--- src/rtl/escal_pkg.sv ---
// Shared types for the scalar core EX->MEM stage: branch kinds, the NZCV flag
// word and the payload carried from EX into MEM.
package escal_pkg;

  localparam int DATA_W = 32;
  localparam int PC_W   = 32;
  localparam int RD_W   = 4;

  typedef enum logic [1:0] {
    BR_NONE = 2'b00,
    BR_EQ   = 2'b01,
    BR_NE   = 2'b10,
    BR_LT   = 2'b11
  } br_type_e;

  typedef struct packed {
    logic n;
    logic z;
    logic c;
    logic v;
  } flags_t;

  typedef struct packed {
    logic [DATA_W-1:0] result;
    logic [RD_W-1:0]   rd;
    logic              reg_we;
    logic              mem_re;
    logic              mem_we;
    logic [DATA_W-1:0] store_data;
  } ex_mem_t;

endpackage

--- src/rtl/escal_ex_mem_stage_if.sv ---
// Bundle of every EX-side and MEM-side signal of the EX->MEM stage.
// Handshake: a transfer happens on a rising edge where valid and ready are both
// high; valid never waits on ready, and payload is held stable while
// valid & ~ready. in_ready_o is registered so it never depends on in_valid_i.
interface escal_ex_mem_stage_if;
  import escal_pkg::*;

  logic              in_valid_i;
  logic              in_ready_o;
  logic [DATA_W-1:0] alu_result_i;
  logic              alu_cout_i;
  logic              alu_ovf_i;
  logic              alu_eq_i;
  logic              alu_blt_i;
  logic              set_flags_i;
  logic [1:0]        br_type_i;
  logic [PC_W-1:0]   pc_i;
  logic [PC_W-1:0]   br_off_i;
  logic [RD_W-1:0]   rd_i;
  logic              reg_we_i;
  logic              mem_re_i;
  logic              mem_we_i;
  logic [DATA_W-1:0] store_data_i;

  logic              out_valid_o;
  logic              out_ready_i;
  logic [DATA_W-1:0] out_result_o;
  logic [RD_W-1:0]   out_rd_o;
  logic              out_reg_we_o;
  logic              out_mem_re_o;
  logic              out_mem_we_o;
  logic [DATA_W-1:0] out_store_data_o;
  logic              br_taken_o;
  logic [PC_W-1:0]   br_target_o;
  logic [3:0]        flags_o;

  // Environment side: drives EX payload and MEM ready, observes the stage.
  modport master (
    output in_valid_i, alu_result_i, alu_cout_i, alu_ovf_i, alu_eq_i, alu_blt_i,
           set_flags_i, br_type_i, pc_i, br_off_i, rd_i, reg_we_i, mem_re_i,
           mem_we_i, store_data_i, out_ready_i,
    input  in_ready_o, out_valid_o, out_result_o, out_rd_o, out_reg_we_o,
           out_mem_re_o, out_mem_we_o, out_store_data_o, br_taken_o,
           br_target_o, flags_o
  );

  // Stage side.
  modport slave (
    input  in_valid_i, alu_result_i, alu_cout_i, alu_ovf_i, alu_eq_i, alu_blt_i,
           set_flags_i, br_type_i, pc_i, br_off_i, rd_i, reg_we_i, mem_re_i,
           mem_we_i, store_data_i, out_ready_i,
    output in_ready_o, out_valid_o, out_result_o, out_rd_o, out_reg_we_o,
           out_mem_re_o, out_mem_we_o, out_store_data_o, br_taken_o,
           br_target_o, flags_o
  );
endinterface

--- src/rtl/escal_skid_buffer.sv ---
// Generic 2-entry skid buffer: an output register plus one skid register.
// in_ready is just ~skid_valid, so it is registered and never combinational
// on either side's handshake, while still sustaining one transfer per cycle.
module escal_skid_buffer #(
  parameter type T = escal_pkg::ex_mem_t
) (
  input  logic clk,
  input  logic rst_n,
  input  logic flush,
  input  logic in_valid,
  output logic in_ready,
  input  T     in_data,
  output logic out_valid,
  input  logic out_ready,
  output T     out_data
);

  logic skid_valid;
  T     skid_data;
  logic accept;
  logic fire;

  assign in_ready = ~skid_valid;
  assign accept   = in_valid & in_ready & ~flush;
  assign fire     = out_valid & out_ready;

  // Move entries: skid drains into output first, new ops land in output when
  // it is free (or leaving this cycle), otherwise they park in the skid entry.
  always_ff @(posedge clk or negedge rst_n) begin
    if (!rst_n) begin
      out_valid  <= 1'b0;
      skid_valid <= 1'b0;
      out_data   <= '0;
      skid_data  <= '0;
    end else if (flush) begin
      out_valid  <= 1'b0;
      skid_valid <= 1'b0;
    end else if (skid_valid) begin
      if (fire) begin
        out_data   <= skid_data;
        skid_valid <= 1'b0;
      end
    end else if (accept) begin
      if (!out_valid || fire) begin
        out_data  <= in_data;
        out_valid <= 1'b1;
      end else begin
        skid_data  <= in_data;
        skid_valid <= 1'b1;
      end
    end else if (fire) begin
      out_valid <= 1'b0;
    end
  end

endmodule

--- src/rtl/escal_ex_mem_stage.sv ---
// EX->MEM pipeline stage: buffers the ALU result and memory controls through a
// skid buffer, resolves conditional branches at accept and owns NZCV.
module escal_ex_mem_stage
  import escal_pkg::*;
(
  input  logic                 clk,
  input  logic                 rst_n,
  input  logic                 flush_i,
  escal_ex_mem_stage_if.slave  bus
);

  logic      accept;
  logic      taken;
  br_type_e  br_type;
  ex_mem_t   in_pkt;
  ex_mem_t   out_pkt;
  flags_t    flags_q;
  logic      br_taken_q;
  logic [PC_W-1:0] br_target_q;

  assign accept  = bus.in_valid_i & bus.in_ready_o & ~flush_i;
  assign br_type = br_type_e'(bus.br_type_i);

  assign in_pkt.result     = bus.alu_result_i;
  assign in_pkt.rd         = bus.rd_i;
  assign in_pkt.reg_we     = bus.reg_we_i;
  assign in_pkt.mem_re     = bus.mem_re_i;
  assign in_pkt.mem_we     = bus.mem_we_i;
  assign in_pkt.store_data = bus.store_data_i;

  escal_skid_buffer #(.T(ex_mem_t)) u_skid (
    .clk       (clk),
    .rst_n     (rst_n),
    .flush     (flush_i),
    .in_valid  (bus.in_valid_i),
    .in_ready  (bus.in_ready_o),
    .in_data   (in_pkt),
    .out_valid (bus.out_valid_o),
    .out_ready (bus.out_ready_i),
    .out_data  (out_pkt)
  );

  assign bus.out_result_o     = out_pkt.result;
  assign bus.out_rd_o         = out_pkt.rd;
  assign bus.out_reg_we_o     = out_pkt.reg_we;
  assign bus.out_mem_re_o     = out_pkt.mem_re;
  assign bus.out_mem_we_o     = out_pkt.mem_we;
  assign bus.out_store_data_o = out_pkt.store_data;

  // Branch condition from the ALU compare outputs.
  always_comb begin
    taken = 1'b0;
    unique case (br_type)
      BR_EQ:   taken = bus.alu_eq_i;
      BR_NE:   taken = ~bus.alu_eq_i;
      BR_LT:   taken = bus.alu_blt_i;
      default: taken = 1'b0;
    endcase
  end

  // Redirect pulse one cycle after a taken branch is accepted; MEM backpressure
  // does not delay it. Target holds its last value between pulses.
  always_ff @(posedge clk or negedge rst_n) begin
    if (!rst_n) begin
      br_taken_q  <= 1'b0;
      br_target_q <= '0;
    end else begin
      br_taken_q <= accept & taken;
      if (accept && taken) begin
        br_target_q <= bus.pc_i + bus.br_off_i;
      end
    end
  end

  // Architectural NZCV, written only by accepted flag-setting ops.
  always_ff @(posedge clk or negedge rst_n) begin
    if (!rst_n) begin
      flags_q <= '0;
    end else if (accept && bus.set_flags_i) begin
      flags_q.n <= bus.alu_result_i[DATA_W-1];
      flags_q.z <= (bus.alu_result_i == '0);
      flags_q.c <= bus.alu_cout_i;
      flags_q.v <= bus.alu_ovf_i;
    end
  end

  assign bus.br_taken_o  = br_taken_q;
  assign bus.br_target_o = br_target_q;
  assign bus.flags_o     = flags_q;

endmodule

--- src/flat_wrapper.sv ---
// flat-port wrapper written by rule: the top's interface ports become plain ports
module escal_ex_mem_stage_flat import escal_pkg::*;
  (clk, rst_n, flush_i, bus_in_valid_i, bus_alu_result_i, bus_alu_cout_i, bus_alu_ovf_i, bus_alu_eq_i, bus_alu_blt_i, bus_set_flags_i, bus_br_type_i, bus_pc_i, bus_br_off_i, bus_rd_i, bus_reg_we_i, bus_mem_re_i, bus_mem_we_i, bus_store_data_i, bus_out_ready_i, bus_in_ready_o, bus_out_valid_o, bus_out_result_o, bus_out_rd_o, bus_out_reg_we_o, bus_out_mem_re_o, bus_out_mem_we_o, bus_out_store_data_o, bus_br_taken_o, bus_br_target_o, bus_flags_o);
  escal_ex_mem_stage_if bus_i ();
  input  logic clk;
  input  logic rst_n;
  input  logic flush_i;
  input wire logic [$bits(bus_i.in_valid_i)-1:0] bus_in_valid_i;
  input wire logic [$bits(bus_i.alu_result_i)-1:0] bus_alu_result_i;
  input wire logic [$bits(bus_i.alu_cout_i)-1:0] bus_alu_cout_i;
  input wire logic [$bits(bus_i.alu_ovf_i)-1:0] bus_alu_ovf_i;
  input wire logic [$bits(bus_i.alu_eq_i)-1:0] bus_alu_eq_i;
  input wire logic [$bits(bus_i.alu_blt_i)-1:0] bus_alu_blt_i;
  input wire logic [$bits(bus_i.set_flags_i)-1:0] bus_set_flags_i;
  input wire logic [$bits(bus_i.br_type_i)-1:0] bus_br_type_i;
  input wire logic [$bits(bus_i.pc_i)-1:0] bus_pc_i;
  input wire logic [$bits(bus_i.br_off_i)-1:0] bus_br_off_i;
  input wire logic [$bits(bus_i.rd_i)-1:0] bus_rd_i;
  input wire logic [$bits(bus_i.reg_we_i)-1:0] bus_reg_we_i;
  input wire logic [$bits(bus_i.mem_re_i)-1:0] bus_mem_re_i;
  input wire logic [$bits(bus_i.mem_we_i)-1:0] bus_mem_we_i;
  input wire logic [$bits(bus_i.store_data_i)-1:0] bus_store_data_i;
  input wire logic [$bits(bus_i.out_ready_i)-1:0] bus_out_ready_i;
  output wire logic [$bits(bus_i.in_ready_o)-1:0] bus_in_ready_o;
  output wire logic [$bits(bus_i.out_valid_o)-1:0] bus_out_valid_o;
  output wire logic [$bits(bus_i.out_result_o)-1:0] bus_out_result_o;
  output wire logic [$bits(bus_i.out_rd_o)-1:0] bus_out_rd_o;
  output wire logic [$bits(bus_i.out_reg_we_o)-1:0] bus_out_reg_we_o;
  output wire logic [$bits(bus_i.out_mem_re_o)-1:0] bus_out_mem_re_o;
  output wire logic [$bits(bus_i.out_mem_we_o)-1:0] bus_out_mem_we_o;
  output wire logic [$bits(bus_i.out_store_data_o)-1:0] bus_out_store_data_o;
  output wire logic [$bits(bus_i.br_taken_o)-1:0] bus_br_taken_o;
  output wire logic [$bits(bus_i.br_target_o)-1:0] bus_br_target_o;
  output wire logic [$bits(bus_i.flags_o)-1:0] bus_flags_o;
  assign bus_i.in_valid_i = bus_in_valid_i;
  assign bus_i.alu_result_i = bus_alu_result_i;
  assign bus_i.alu_cout_i = bus_alu_cout_i;
  assign bus_i.alu_ovf_i = bus_alu_ovf_i;
  assign bus_i.alu_eq_i = bus_alu_eq_i;
  assign bus_i.alu_blt_i = bus_alu_blt_i;
  assign bus_i.set_flags_i = bus_set_flags_i;
  assign bus_i.br_type_i = bus_br_type_i;
  assign bus_i.pc_i = bus_pc_i;
  assign bus_i.br_off_i = bus_br_off_i;
  assign bus_i.rd_i = bus_rd_i;
  assign bus_i.reg_we_i = bus_reg_we_i;
  assign bus_i.mem_re_i = bus_mem_re_i;
  assign bus_i.mem_we_i = bus_mem_we_i;
  assign bus_i.store_data_i = bus_store_data_i;
  assign bus_i.out_ready_i = bus_out_ready_i;
  assign bus_in_ready_o = bus_i.in_ready_o;
  assign bus_out_valid_o = bus_i.out_valid_o;
  assign bus_out_result_o = bus_i.out_result_o;
  assign bus_out_rd_o = bus_i.out_rd_o;
  assign bus_out_reg_we_o = bus_i.out_reg_we_o;
  assign bus_out_mem_re_o = bus_i.out_mem_re_o;
  assign bus_out_mem_we_o = bus_i.out_mem_we_o;
  assign bus_out_store_data_o = bus_i.out_store_data_o;
  assign bus_br_taken_o = bus_i.br_taken_o;
  assign bus_br_target_o = bus_i.br_target_o;
  assign bus_flags_o = bus_i.flags_o;
  escal_ex_mem_stage u_core (.clk(clk), .rst_n(rst_n), .flush_i(flush_i), .bus(bus_i));
endmodule
--- config.mk ---
export PLATFORM = sky130hd
export DESIGN_NAME = escal_ex_mem_stage_flat
export DESIGN_NICKNAME = d
export VERILOG_FILES = /design/src/rtl/escal_pkg.sv /design/src/rtl/escal_ex_mem_stage_if.sv /design/src/rtl/escal_skid_buffer.sv /design/src/rtl/escal_ex_mem_stage.sv /design/src/flat_wrapper.sv
export SDC_FILE = /design/constraint.sdc
export NUM_CORES = 1
export LEC_CHECK = 0
export BUFFER_PORTS_ARGS = -buffer_cell sky130_fd_sc_hd__buf_4
export CORE_MARGIN = 5
export CORE_UTILIZATION = 57
export CTS_BUF_LIST = sky130_fd_sc_hd__clkbuf_16
export CTS_CLUSTER_SIZE = 24
export DETAILED_ROUTE_END_ITERATION = 10
export GPL_ROUTABILITY_DRIVEN = 0
export PLACE_DENSITY_LB_ADDON = 0.12
export SLEW_MARGIN = 20
export SYNTH_ARGS = -nofsm -noshare
export SYNTH_HDL_FRONTEND = slang
export SYNTH_SLANG_ARGS = --single-unit
--- constraint.sdc ---
create_clock -name clk -period 3.05 [get_ports clk]
set_clock_uncertainty 0.2 [all_clocks]
set_input_delay 0.61 -clock clk [delete_from_list [all_inputs] [get_ports clk]]
set_output_delay 0.61 -clock clk [all_outputs]
set_load 0.03 [all_outputs]
==> summary.txt, run 1 <==
Status
  – Run status: finished clean

Floorplan
  – Number of I/O pins: between 200 and 300
  – Starting density of the core: 57.82%
  – Row cnt: 46
  – Die area: 0.01869 sq mm
  – Die height: about 140 um
  – Area of the core: around 0.016 sq mm
  – Die X-Extent: roughly 140 um

Timing
  – RSZ-0062 raised after global routing: no
  – Ratio of final minimum period to clock period: roughly 93%
  – Measured slew at the worst slew-check pin: ~0.80 ns
  – Pins over their slew limit: 0
  – Final setup viols: 0
  – Minimum clock period after layout: ~2.8 ns
  – Top achievable clock speed: 0.3515 GHz
  – Max-slew headroom at the worst pin: between 40% and 50%
  – Final Hold Viols: 0
  – Post-route setup TNS: 0 ns

Clocking
  – Latest clock arrival within the worst-skew pair: 0.43 ns
  – Post CTS Setup Buffer Count: 0
  – Register clock-pin slew on the reported worst setup and hold paths: 0.06 ns
  – Master cell of the clock root buffer: sky130_fd_sc_hd__clkbuf_16
  – Post-CTS resize count: 0
  – H-tree levels: 4
  – Total CTS buffers: 17
  – Number of buffers between clock root and the deepest sink: 2
  – Number of sinks on the clock net: 181
  – CTS tree: yes

Min path
  – Number of stages on the worst hold path: 2
  – Hold Startpoint: bus_out_ready_i
  – Endpoint with the worst hold slack: u_core.u_skid.skid_valid
  – Class of the tightest hold or removal check: input pin to flop

Drt
  – Detail Route Antenna Nets: 0
  – DRC errors left: 0
  – Total number of vias: 7,535
  – Violation count after the first detailed-routing iteration: 502
  – Wirelength per Cell: 17.64 um
  – Number of optimization iterations in the first detailed-route pass: 5
  – Final wirelength: 23.90 mm
  – Drt via density: 5.561

Synthesis
  – Post-Syn Instances: 855
  – Sequential-to-total area share from yosys stat: 49.49%
  – Proportion of netlist area held by the largest area contributor: 49.49%
  – Register bit count reported by yosys: 181
  – Unique masters post-synth: 63
  – Post-synth EDFFs: 0
  – Biggest area consumer among synthesized cells: sky130_fd_sc_hd__dfrtp_1
  – Most common library cells after synthesis: 181 x sky130_fd_sc_hd__dfrtp_1, 103 x sky130_fd_sc_hd__a21oi_1, 95 x sky130_fd_sc_hd__nor2_1
  – Proportion of register bits with asynchronous set or reset after synthesis: 100.0%
  – Average size of a mapped cell: 10.70 sq um
  – Post-synthesis instance area: 0.009151 sq mm
  – Most frequent cell after synthesis: sky130_fd_sc_hd__dfrtp_1
  – Most instantiated flip-flop cell in the synthesis netlist: sky130_fd_sc_hd__dfrtp_1
  – Synthesized net count: 1,034
  – Number of warning messages in the yosys log: 0
  – Cell types occupying the most area after synthesis: sky130_fd_sc_hd__dfrtp_1 49%, sky130_fd_sc_hd__mux2_2 9.2%, sky130_fd_sc_hd__mux2i_1 7.9%, sky130_fd_sc_hd__a21oi_1 5.6%, sky130_fd_sc_hd__ha_1 4.2%

Worst setup path
  – Path type of the worst setup path: input pin to flop
  – CP Data Required Time: 3.15 ns
  – Crit-path cells: buf_4 > ha_1 > fa_1 > a21oi_1 > nor2_1 > o211ai_1 > and2_1 > o21bai_1 > a221oi_1 > o21ai_0 > a221o_1
  – Worst endpoint data arrival time: approximately 3.0 ns
  – Slowest library cell on the worst path: sky130_fd_sc_hd__fa_1
  – R2R depth: 9
  – Type of destination of the critical path: flop
  – Internal reg-to-reg setup slack: 0.42 ns
  – Highest cell delay on the worst timing path: 0.40 ns
  – CP Launch Point: bus_br_off_i[0]
  – Terminus of the critical flop-to-flop path: u_core.bus.br_target_o[31]
  – Worst path bufs/invs: 1
  – Worst setup SP type: input pin
  – Worst-path maximum fanout: 2
  – Category of cells accounting for the largest share of critical-path delay: compound AO/OA/AOI/OAI gates
  – Crit Reg-Reg Startpoint: u_core.u_skid.skid_valid

Placement
  – Half-perimeter wire length after placement: 18.01 mm
  – Number of port buffers: roughly 260

Global routing
  – First-pass GRT wire length: between 30 and 40 mm
  – Number of global-route vias before repair: 7,644
  – Grt ovf: 0
  – Total Routing Usage GR: 25.97%
  – Largest net degree at the start of global routing: 143
  – Initial antenna violation count: 0

Final layout
  – Fraction of the core area covered by cells at the end of the flow: about 76%
  – Number of diodes: 0
  – Net total in the final layout: 1,307
  – Relative area change from synthesis to final layout: 32.09%
  – Fraction of final layout cells sized beyond drive strength 1: between 30% and 40%

Power
  – Static Leak: approximately 5.6 nW
  – Max rail drop VDD: around 510 uV
  – Power density of the placed cells: approximately 670 mW/mm^2

Flow run
  – Max-cap check violation count: 0
==> how the worst max path moves through the flow <==
stage | endpoint | slack [ns] | cells after the start
2_1_floorplan | u_core.bus.br_target_o[18] | 0.007 | 10
3_3_place_gp | u_core.bus.br_target_o[18] | -0.16 | 11
3_5_place_dp | u_core.bus.br_target_o[18] | -0.20 | 11
4_1_cts | u_core.bus.br_target_o[18] | 0.24 | 11
5_1_grt | u_core.bus.br_target_o[18] | 0.08 | 11
6_report | u_core.bus.br_target_o[18] | 0.20 | 11
==> power by group <==
part | switching (mW) | total (mW) | internal (mW) | leakage (nW)
combinational | 1.52 | 2.67 | 1.15 | 3.16
clock | 0.926 | 2.12 | 1.19 | 0.266
sequential | 0.328 | 3.32 | 2.99 | 2.14
==> worst register-to-register path, delay by kind of cell (launching register included) <==
kind	cells	cell delay, ns
DFF	1	0.47
AOI/OAI and AO/OA	1	0.37
muxes	1	0.07
and+or+nand+nor	4	0.79
buffers and inverters	3	0.68
==> layout make-up <==
class,count,area [sq um]
inverters,16,60.06
multi-input cells,612,4345
flip-flops and latches,181,4533
clock inverters,13,132.6
fillers,1090,3740
repair buffers,300,2321
well taps,216,270.3
clock buffers,17,425.4
==> routing by layer <==
| metal | track usage [%] | vias to the layer above | wire length (um) |
|---|---|---|---|
| li1 | - | 3614 | - |
| met1 | 33.22 | 3621 | 9787 |
| met2 | 42.80 | 260 | 11570 |
| met3 | 7.022 | 40 | 1921 |
| met4 | 9.015 | 0 | 613 |
| met5 | 0 | - | 0 |
==> sequential cells by signal (all words and copies together) (netlist names) <==
signal                    cells
u_core.bus.br_taken_o         1
u_core.bus.flags_o            4
u_core.u_skid.skid_valid      1
u_core.u_skid.out_valid       1
u_core.u_skid.out_data       71
u_core.u_skid.skid_data      71
u_core.bus.br_target_o       32
==> cell usage in the layout (no fill, tap or decap), drive strengths merged, types with 16 or more instances in the layout <==
cell type / count
nand2: 56
dfrtp: 181
inv: 20
mux2: 75
ha: 31
nand3: 16
buf: 299
mux2i: 72
o21ai: 38
a21oi: 103
clkbuf: 17
nor2: 95
==> logic make-up after synthesis <==
logic type / synth area share [%]
AOI/OAI and AO/OA: 13.17
xor gates and xnor gates: 2.106
adders and majority gates: 4.457
DFF: 49.49
and+or+nand+nor: 10.30
muxes: 17.10
buffers and inverters: 3.377
==> stage by stage <==
| stage | std cells | total power, mW | instance area [sq um] | setup WS (ns) | hold slack, ns |
|---|---|---|---|---|---|
| 3_3_place_gp | 1324 | 5.945 | 11520 | -0.1646 | 0.2622 |
| 3_5_place_dp | 1324 | 6.031 | 11520 | -0.2014 | 0.2715 |
| 4_1_cts | 1355 | 8.169 | 12090 | 0.2445 | 0.1557 |
| 5_1_grt | 1355 | 8.513 | 12090 | 0.08418 | 0.1677 |
| 2_1_floorplan | 855 | 4.898 | 9151 | 0.007045 | 0.1144 |
| 6_report | 1355 | 8.105 | 12090 | 0.2047 | 0.1704 |
==> repair_timing <==
action / CTS / global route
hold buffers: 1 / 0
endpoints found under the hold margin: 31 / 0
setup endpoints to repair: 0 / 0
No activity file was read; power rests on OpenSTA's default activity.
==> run 2, diff against run 1 <==
Settings changed: CORE_MARGIN 5 to not set.
==> run 2 against run 1 <==
  * Final area decreased by 0.52%
  * Sequential share of layout area up 0.19 points
  * Flip-flop and latch count stayed put
  * First-iteration DRC count decreased by 1.8%
  * Core utilization increased by 1.6 points
  * Total power shrank 1.4%
  * Worst hold slack lost 0.0068 ns
  * Largest cell class unchanged
  * Largest power group unchanged
==> summary.txt, run 2 (synthesized netlist as in run 1, its figures left out) <==
Min path
  – Class of the tightest hold or removal check: input pin to flop (unchanged)
  – Number of stages on the worst hold path: 2 (unchanged)
  – Hold Startpoint: bus_out_ready_i (unchanged)
  – Endpoint with the worst hold slack: u_core.u_skid.skid_valid (unchanged)

Placement
  – Area after DPL: 0.01149 sq mm (was 0.01152 sq mm)
  – Half-perimeter wire length after placement: 17.01 mm (was 18.01 mm)
  – Setup WS pre-CTS: -0.1380 ns (was -0.2014 ns)
  – Total placed cells including tap cells: 1,317 (was 1,324)
  – Number of port buffers: 256 (unchanged)

Final layout
  – Post-route cell area: 0.01203 sq mm (was 0.01209 sq mm)
  – Most common library cell in the layout ignoring fill and taps: sky130_fd_sc_hd__buf_4 (unchanged)
  – Net total in the final layout: 1,305 (was 1,307)
  – Highest-count cells in the layout ignoring fill and taps: 292 x sky130_fd_sc_hd__buf_4, 180 x sky130_fd_sc_hd__dfrtp_1, 103 x sky130_fd_sc_hd__a21oi_1 (was 293 x sky130_fd_sc_hd__buf_4, 180 x sky130_fd_sc_hd__dfrtp_1, 103 x sky130_fd_sc_hd__a21oi_1)
  – Fraction of final layout cells sized beyond drive strength 1: 36.64% (was 36.44%)
  – Relative area change from synthesis to final layout: 31.41% (was 32.09%)
  – Fraction of the core area covered by cells at the end of the flow: 77.95% (was 76.37%)
  – Number of diodes: 0 (unchanged)
  – Final non-filler cell total: 1,349 (was 1,355)

Global routing
  – First-pass GRT wire length: 36.95 mm (was 38.09 mm)
  – Grt ovf: 0 (unchanged)
  – Largest net degree at the start of global routing: 75 (was 143)
  – Number of global-route vias before repair: 7,385 (was 7,644)
  – Total Routing Usage GR: 28.96% (was 25.97%)
  – Initial antenna violation count: 0 (unchanged)

Worst setup path
  – CP Data Required Time: 3.17 ns (was 3.15 ns)
  – R2R depth: 8 (was 9)
  – Terminus of the critical flop-to-flop path: u_core.bus.br_target_o[26] (was u_core.bus.br_target_o[31])
  – Type of destination of the critical path: flop (unchanged)
  – Worst setup SP type: input pin (unchanged)
  – Crit Reg-Reg Startpoint: u_core.u_skid.skid_valid (unchanged)
  – Worst-path maximum fanout: 2 (unchanged)
  – Worst endpoint data arrival time: 2.87 ns (was 2.95 ns)
  – Internal reg-to-reg setup slack: 0.55 ns (was 0.42 ns)
  – Path type of the worst setup path: input pin to flop (unchanged)

Power
  – Static Leak: 5.536 nW (was 5.564 nW)
  – Max rail drop VDD: 443.8 uV (was 514.4 uV)
  – Overall power after layout: 7.994 mW (was 8.105 mW)
  – Power density of the placed cells: 664.8 mW/mm^2 (was 670.5 mW/mm^2)

Clocking
  – Total CTS buffers: 17 (unchanged)
  – Register clock-pin slew on the reported worst setup and hold paths: 0.07 ns (was 0.06 ns)
  – Master cell of the clock root buffer: sky130_fd_sc_hd__clkbuf_16 (unchanged)
  – CTS tree: yes (unchanged)
  – H-tree levels: 4 (unchanged)
  – Number of sinks on the clock net: 181 (unchanged)
  – Latest clock arrival within the worst-skew pair: 0.43 ns (about the same)
  – Post CTS Setup Buffer Count: 0 (unchanged)
  – Number of buffers between clock root and the deepest sink: 2 (unchanged)

Drt
  – Total number of vias: 7,489 (was 7,535)
  – Drt via density: 5.552 (was 5.561)
  – Violation count after the first detailed-routing iteration: 493 (was 502)
  – Final wirelength: 22.99 mm (was 23.90 mm)
  – Wirelength per Cell: 17.05 um (was 17.64 um)
  – Number of optimization iterations in the first detailed-route pass: 5 (unchanged)
  – Detail Route Antenna Nets: 0 (unchanged)
  – DRC errors left: 0 (unchanged)

Timing
  – RSZ-0062 raised after global routing: no (unchanged)
  – Post-route setup TNS: 0 ns (unchanged)
  – Pins over their slew limit: 0 (unchanged)
  – Minimum clock period after layout: 2.750 ns (was 2.845 ns)
  – Setup slack of the critical path after layout: 0.3002 ns (was 0.2047 ns)
  – Final Hold Viols: 0 (unchanged)
  – Max-slew headroom at the worst pin: 41.90% (was 46.36%)
  – Final setup viols: 0 (unchanged)
  – Measured slew at the worst slew-check pin: 0.8715 ns (was 0.8046 ns)
  – Ratio of final minimum period to clock period: 90.16% (was 93.29%)
  – Worst Hold Slack: 0.1636 ns (was 0.1704 ns)
  – Top achievable clock speed: 0.3637 GHz (was 0.3515 GHz)

Floorplan
  – Area of the core: 0.01543 sq mm (was 0.01583 sq mm)
  – Die X-Extent: 128.7 um (was 136.7 um)
  – Die height: 128.7 um (was 136.7 um)
  – Number of I/O pins: 257 (unchanged)
  – Starting density of the core: 59.32% (was 57.82%)
  – Row cnt: 45 (was 46)
  – Die area: 0.01657 sq mm (was 0.01869 sq mm)

Flow run
  – Max-cap check violation count: 0 (unchanged)

Status
  – Run status: finished clean (unchanged)
[run 2: worst max-delay path by stage]
stage / from / end / cells after the start
after CTS: bus_br_off_i[0] / u_core.bus.br_target_o[18] / 11
after global placement: bus_br_off_i[0] / u_core.bus.br_target_o[18] / 11
after global routing: bus_br_off_i[0] / u_core.bus.br_target_o[24] / 12
after floorplan: bus_br_off_i[0] / u_core.bus.br_target_o[18] / 10
final: bus_br_off_i[0] / u_core.bus.br_target_o[18] / 11
after detailed placement: bus_br_off_i[0] / u_core.bus.br_target_o[18] / 11
[run 2: routing by layer]
| layer | GRT usage [%] | up-vias | wire (um) |
|---|---|---|---|
| met1 | 36.51 | 3603 | 9633 |
| li1 | - | 3603 | - |
| met2 | 48.52 | 244 | 11320 |
| met4 | 10.87 | 0 | 557 |
| met5 | 0 | - | 0 |
| met3 | 7.069 | 39 | 1479 |
[run 2: repair_timing]
action,in CTS,in global routing
hold endpoints to repair,14,0
hold buffers,1,0
resized for setup,0,0
[run 2: critical path: stages]
cell,delay [ns]
sky130_fd_sc_hd__buf_4,0.11
sky130_fd_sc_hd__ha_1,0.22
sky130_fd_sc_hd__fa_1,0.38
sky130_fd_sc_hd__a21oi_1,0.20
sky130_fd_sc_hd__nor2_1,0.09
sky130_fd_sc_hd__o211ai_1,0.24
sky130_fd_sc_hd__and2_1,0.20
sky130_fd_sc_hd__o21bai_1,0.10
sky130_fd_sc_hd__a221oi_1,0.30
sky130_fd_sc_hd__o21ai_0,0.12
sky130_fd_sc_hd__a221o_1,0.30
[run 2: final cells by class]
class / count / area, sq um
well taps: 211 / 264.0
multi-input cells: 612 / 4345
clock inverters: 14 / 103.9
fillers: 1092 / 3402
inverters: 16 / 60.06
flip-flops and latches: 181 / 4533
clock buffers: 17 / 425.4
repair buffers: 298 / 2293
[run 2: report_power, final]
part / total, mW / switching [mW] / internal (mW)
clock: 2.02 / 0.972 / 1.05
combinational: 2.66 / 1.51 / 1.15
sequential: 3.32 / 0.327 / 2.99
total: 7.99 / 2.81 / 5.18
==> run 3, diff against run 2 <==
Settings changed: BUFFER_PORTS_ARGS -buffer_cell sky130_fd_sc_hd__buf_4 to -buffer_cell sky130_fd_sc_hd__buf_2.
==> run 3 against run 2 <==
  * Sequential power barely moved
  * Clock power rose by 11%
  * Critical endpoint unchanged
  * Largest cell class unchanged
  * Largest power group unchanged
  * Clock-buffer cell count did not move
==> summary.txt, run 3 (synthesized netlist as in run 1, its figures left out) <==
Drt
  – Wirelength per Cell: 16.60 um (was 17.05 um)
  – Drt via density: 5.591 (was 5.552)
  – Number of optimization iterations in the first detailed-route pass: 5 (unchanged)
  – DRC errors left: 0 (unchanged)
  – Violation count after the first detailed-routing iteration: 471 (was 493)
  – Final wirelength: 22.32 mm (was 22.99 mm)
  – Total number of vias: 7,514 (was 7,489)
  – Detail Route Antenna Nets: 0 (unchanged)

Final layout
  – Fraction of final layout cells sized beyond drive strength 1: 36.36% (was 36.64%)
  – Relative area change from synthesis to final layout: 24.84% (was 31.41%)
  – Highest-count cells in the layout ignoring fill and taps: 255 x sky130_fd_sc_hd__buf_2, 180 x sky130_fd_sc_hd__dfrtp_1, 103 x sky130_fd_sc_hd__a21oi_1 (was 292 x sky130_fd_sc_hd__buf_4, 180 x sky130_fd_sc_hd__dfrtp_1, 103 x sky130_fd_sc_hd__a21oi_1)
  – Number of diodes: 0 (unchanged)
  – Number of filler instances in the final layout: 1,157 (was 1,092)
  – Post-route cell area: 0.01142 sq mm (was 0.01203 sq mm)
  – Net total in the final layout: 1,299 (was 1,305)
  – Final non-filler cell total: 1,344 (was 1,349)
  – Most common library cell in the layout ignoring fill and taps: sky130_fd_sc_hd__buf_2 (was sky130_fd_sc_hd__buf_4)
  – Fraction of the core area covered by cells at the end of the flow: 74.06% (was 77.95%)

Worst setup path
  – Worst-path maximum fanout: 2 (unchanged)
  – Crit-path cells: buf_2 > ha_1 > fa_1 > a21oi_1 > nor2_1 > o211ai_1 > and2_1 > o21bai_1 > a221oi_1 > o21ai_0 > a221o_1 (was buf_4 > ha_1 > fa_1 > a21oi_1 > nor2_1 > o211ai_1 > and2_1 > o21bai_1 > a221oi_1 > o21ai_0 > a221o_1)
  – Worst endpoint data arrival time: 2.89 ns (was 2.87 ns)
  – Type of destination of the critical path: flop (unchanged)
  – Worst path bufs/invs: 1 (unchanged)
  – Path type of the worst setup path: input pin to flop (unchanged)
  – Worst setup SP type: input pin (unchanged)
  – Slowest library cell on the worst path: sky130_fd_sc_hd__fa_1 (unchanged)
  – Category of cells accounting for the largest share of critical-path delay: compound AO/OA/AOI/OAI gates (unchanged)
  – Highest cell delay on the worst timing path: 0.39 ns (was 0.38 ns)
  – CP Data Required Time: 3.16 ns (was 3.17 ns)

Power
  – Total internal power: 5.142 mW (was 5.183 mW)
  – Switching part of the total: 35.47% (was 35.17%)
  – Clock group share of total power: 28.3% (was 25.2%)
  – Switching component of the power: 2.826 mW (was 2.811 mW)
  – Overall power after layout: 7.968 mW (was 7.994 mW)
  – Fraction of power consumed by combinational cells: 30.2% (was 33.3%)
  – Max rail drop VDD: 392.7 uV (was 443.8 uV)
  – Static Leak: 5.328 nW (was 5.536 nW)
  – Power density of the placed cells: 697.4 mW/mm^2 (was 664.8 mW/mm^2)
  – Share of power burned in registers: 41.5% (about the same)

Timing
  – Measured slew at the worst slew-check pin: 1.111 ns (was 0.8715 ns)
  – RSZ-0062 raised after global routing: no (unchanged)
  – Top achievable clock speed: 0.3598 GHz (was 0.3637 GHz)
  – Ratio of final minimum period to clock period: 91.13% (was 90.16%)
  – Minimum clock period after layout: 2.780 ns (was 2.750 ns)
  – Max-slew headroom at the worst pin: 25.92% (was 41.90%)
  – Post-route setup TNS: 0 ns (unchanged)
  – Pins over their slew limit: 0 (unchanged)
  – Final setup viols: 0 (unchanged)
  – Final Hold Viols: 0 (unchanged)

Clocking
  – Total CTS buffers: 17 (unchanged)
  – Number of sinks on the clock net: 181 (unchanged)
  – Register clock-pin slew on the reported worst setup and hold paths: 0.07 ns (about the same)
  – CTS tree: yes (unchanged)
  – Number of buffers between clock root and the deepest sink: 2 (unchanged)
  – Latest clock arrival within the worst-skew pair: 0.43 ns (about the same)
  – Master cell of the clock root buffer: sky130_fd_sc_hd__clkbuf_16 (unchanged)
  – H-tree levels: 4 (unchanged)

Flow run
  – Max-cap check violation count: 0 (unchanged)

Min path
  – Class of the tightest hold or removal check: input pin to flop (unchanged)

Global routing
  – Largest net degree at the start of global routing: 75 (unchanged)
  – Initial antenna violation count: 0 (unchanged)
  – Total Routing Usage GR: 27.47% (was 28.96%)
  – Number of global-route vias before repair: 6,988 (was 7,385)
  – Grt ovf: 0 (unchanged)
  – First-pass GRT wire length: 35.10 mm (was 36.95 mm)

Floorplan
  – Number of I/O pins: 257 (unchanged)
  – Row cnt: 45 (unchanged)
  – Die X-Extent: 128.7 um (unchanged)
  – Area of the core: 0.01543 sq mm (unchanged)
  – Starting density of the core: 59.32% (unchanged)
  – Die height: 128.7 um (unchanged)
  – Die area: 0.01657 sq mm (unchanged)

Placement
  – Number of port buffers: 256 (unchanged)
  – Area after DPL: 0.01080 sq mm (was 0.01149 sq mm)
  – Total placed cells including tap cells: 1,311 (was 1,317)
  – Half-perimeter wire length after placement: 16.12 mm (was 17.01 mm)

Status
  – Run status: finished clean (unchanged)
-- run 3: metal layers --
metal  global-route usage [%]  vias up  part of all wire [%]
li1                         -     3594                     -
met1                    35.66     3622                    43
met2                    45.37      256                    48
met3                    6.237       42                   6.2
met4                    9.896        0                   2.4
met5                        0        -                     0
-- run 3: final timing paths --
kind	startpoint	endpoint	slack, ns	cells past startpoint
setup / recovery	bus_br_off_i[0]	u_core.bus.br_target_o[18]	0.27	11
min in group asynchronous	rst_n	u_core.u_skid.out_data[36]	0.49	2
hold / removal	bus_out_ready_i	u_core.u_skid.skid_valid	0.19	2
setup reg to reg	u_core.u_skid.skid_valid	u_core.bus.br_target_o[26]	0.36	8
hold reg to reg	u_core.bus.br_target_o[7]	u_core.bus.br_target_o[7]	0.27	2
max in group asynchronous	rst_n	u_core.u_skid.skid_data[40]	1.46	3
-- run 3: final cells by class --
cell class	count	area (sq um)	share of cell area, %
well taps	211	264.0	2.311
clock inverters	15	186.4	1.632
inverters	16	60.06	0.5257
multi-input cells	612	4345	38.04
repair buffers	292	1610	14.09
clock buffers	17	425.4	3.724
flip-flops and latches	181	4533	39.68
-- run 3: timing repair --
action / 4_1_cts / 5_1_grt
hold endpoints to repair: 46 / 0
resized for setup: 0 / 0
buffers inserted: 0 / 0
hold buffers: 1 / 0
-- run 3: worst reg2reg max path: stages (launching register included) --
cell	delay (ns)
sky130_fd_sc_hd__dfrtp_4	0.59
sky130_fd_sc_hd__inv_1	0.12
sky130_fd_sc_hd__nand2_1	0.12
sky130_fd_sc_hd__nor2_1	0.42
sky130_fd_sc_hd__o2111ai_4	0.25
sky130_fd_sc_hd__inv_1	0.42
sky130_fd_sc_hd__nand2_1	0.09
sky130_fd_sc_hd__or3_1	0.32
sky130_fd_sc_hd__nand3_1	0.09
-- run 3: power by group through the flow --
| stage | combinational [mW] | sequential, mW | clock [mW] |
|---|---|---|---|
| final | 2.40 | 3.31 | 2.25 |
| after global routing | 2.60 | 3.37 | 2.39 |
| after CTS | 2.42 | 3.30 | 2.30 |
| after detailed placement | 2.40 | 3.34 | 0 |
| after global placement | 2.36 | 3.31 | 0 |
| after floorplan | 0.954 | 3.94 | 0 |
-- run 3: stage by stage --
step	hold slack (ns)	worst slack (ns)
final	0.1927	0.2704
after global routing	0.1952	0.1158
after CTS	0.1830	0.3163
after detailed placement	0.2607	-0.1357
after global placement	0.2558	-0.1144
after floorplan	0.1144	0.007045
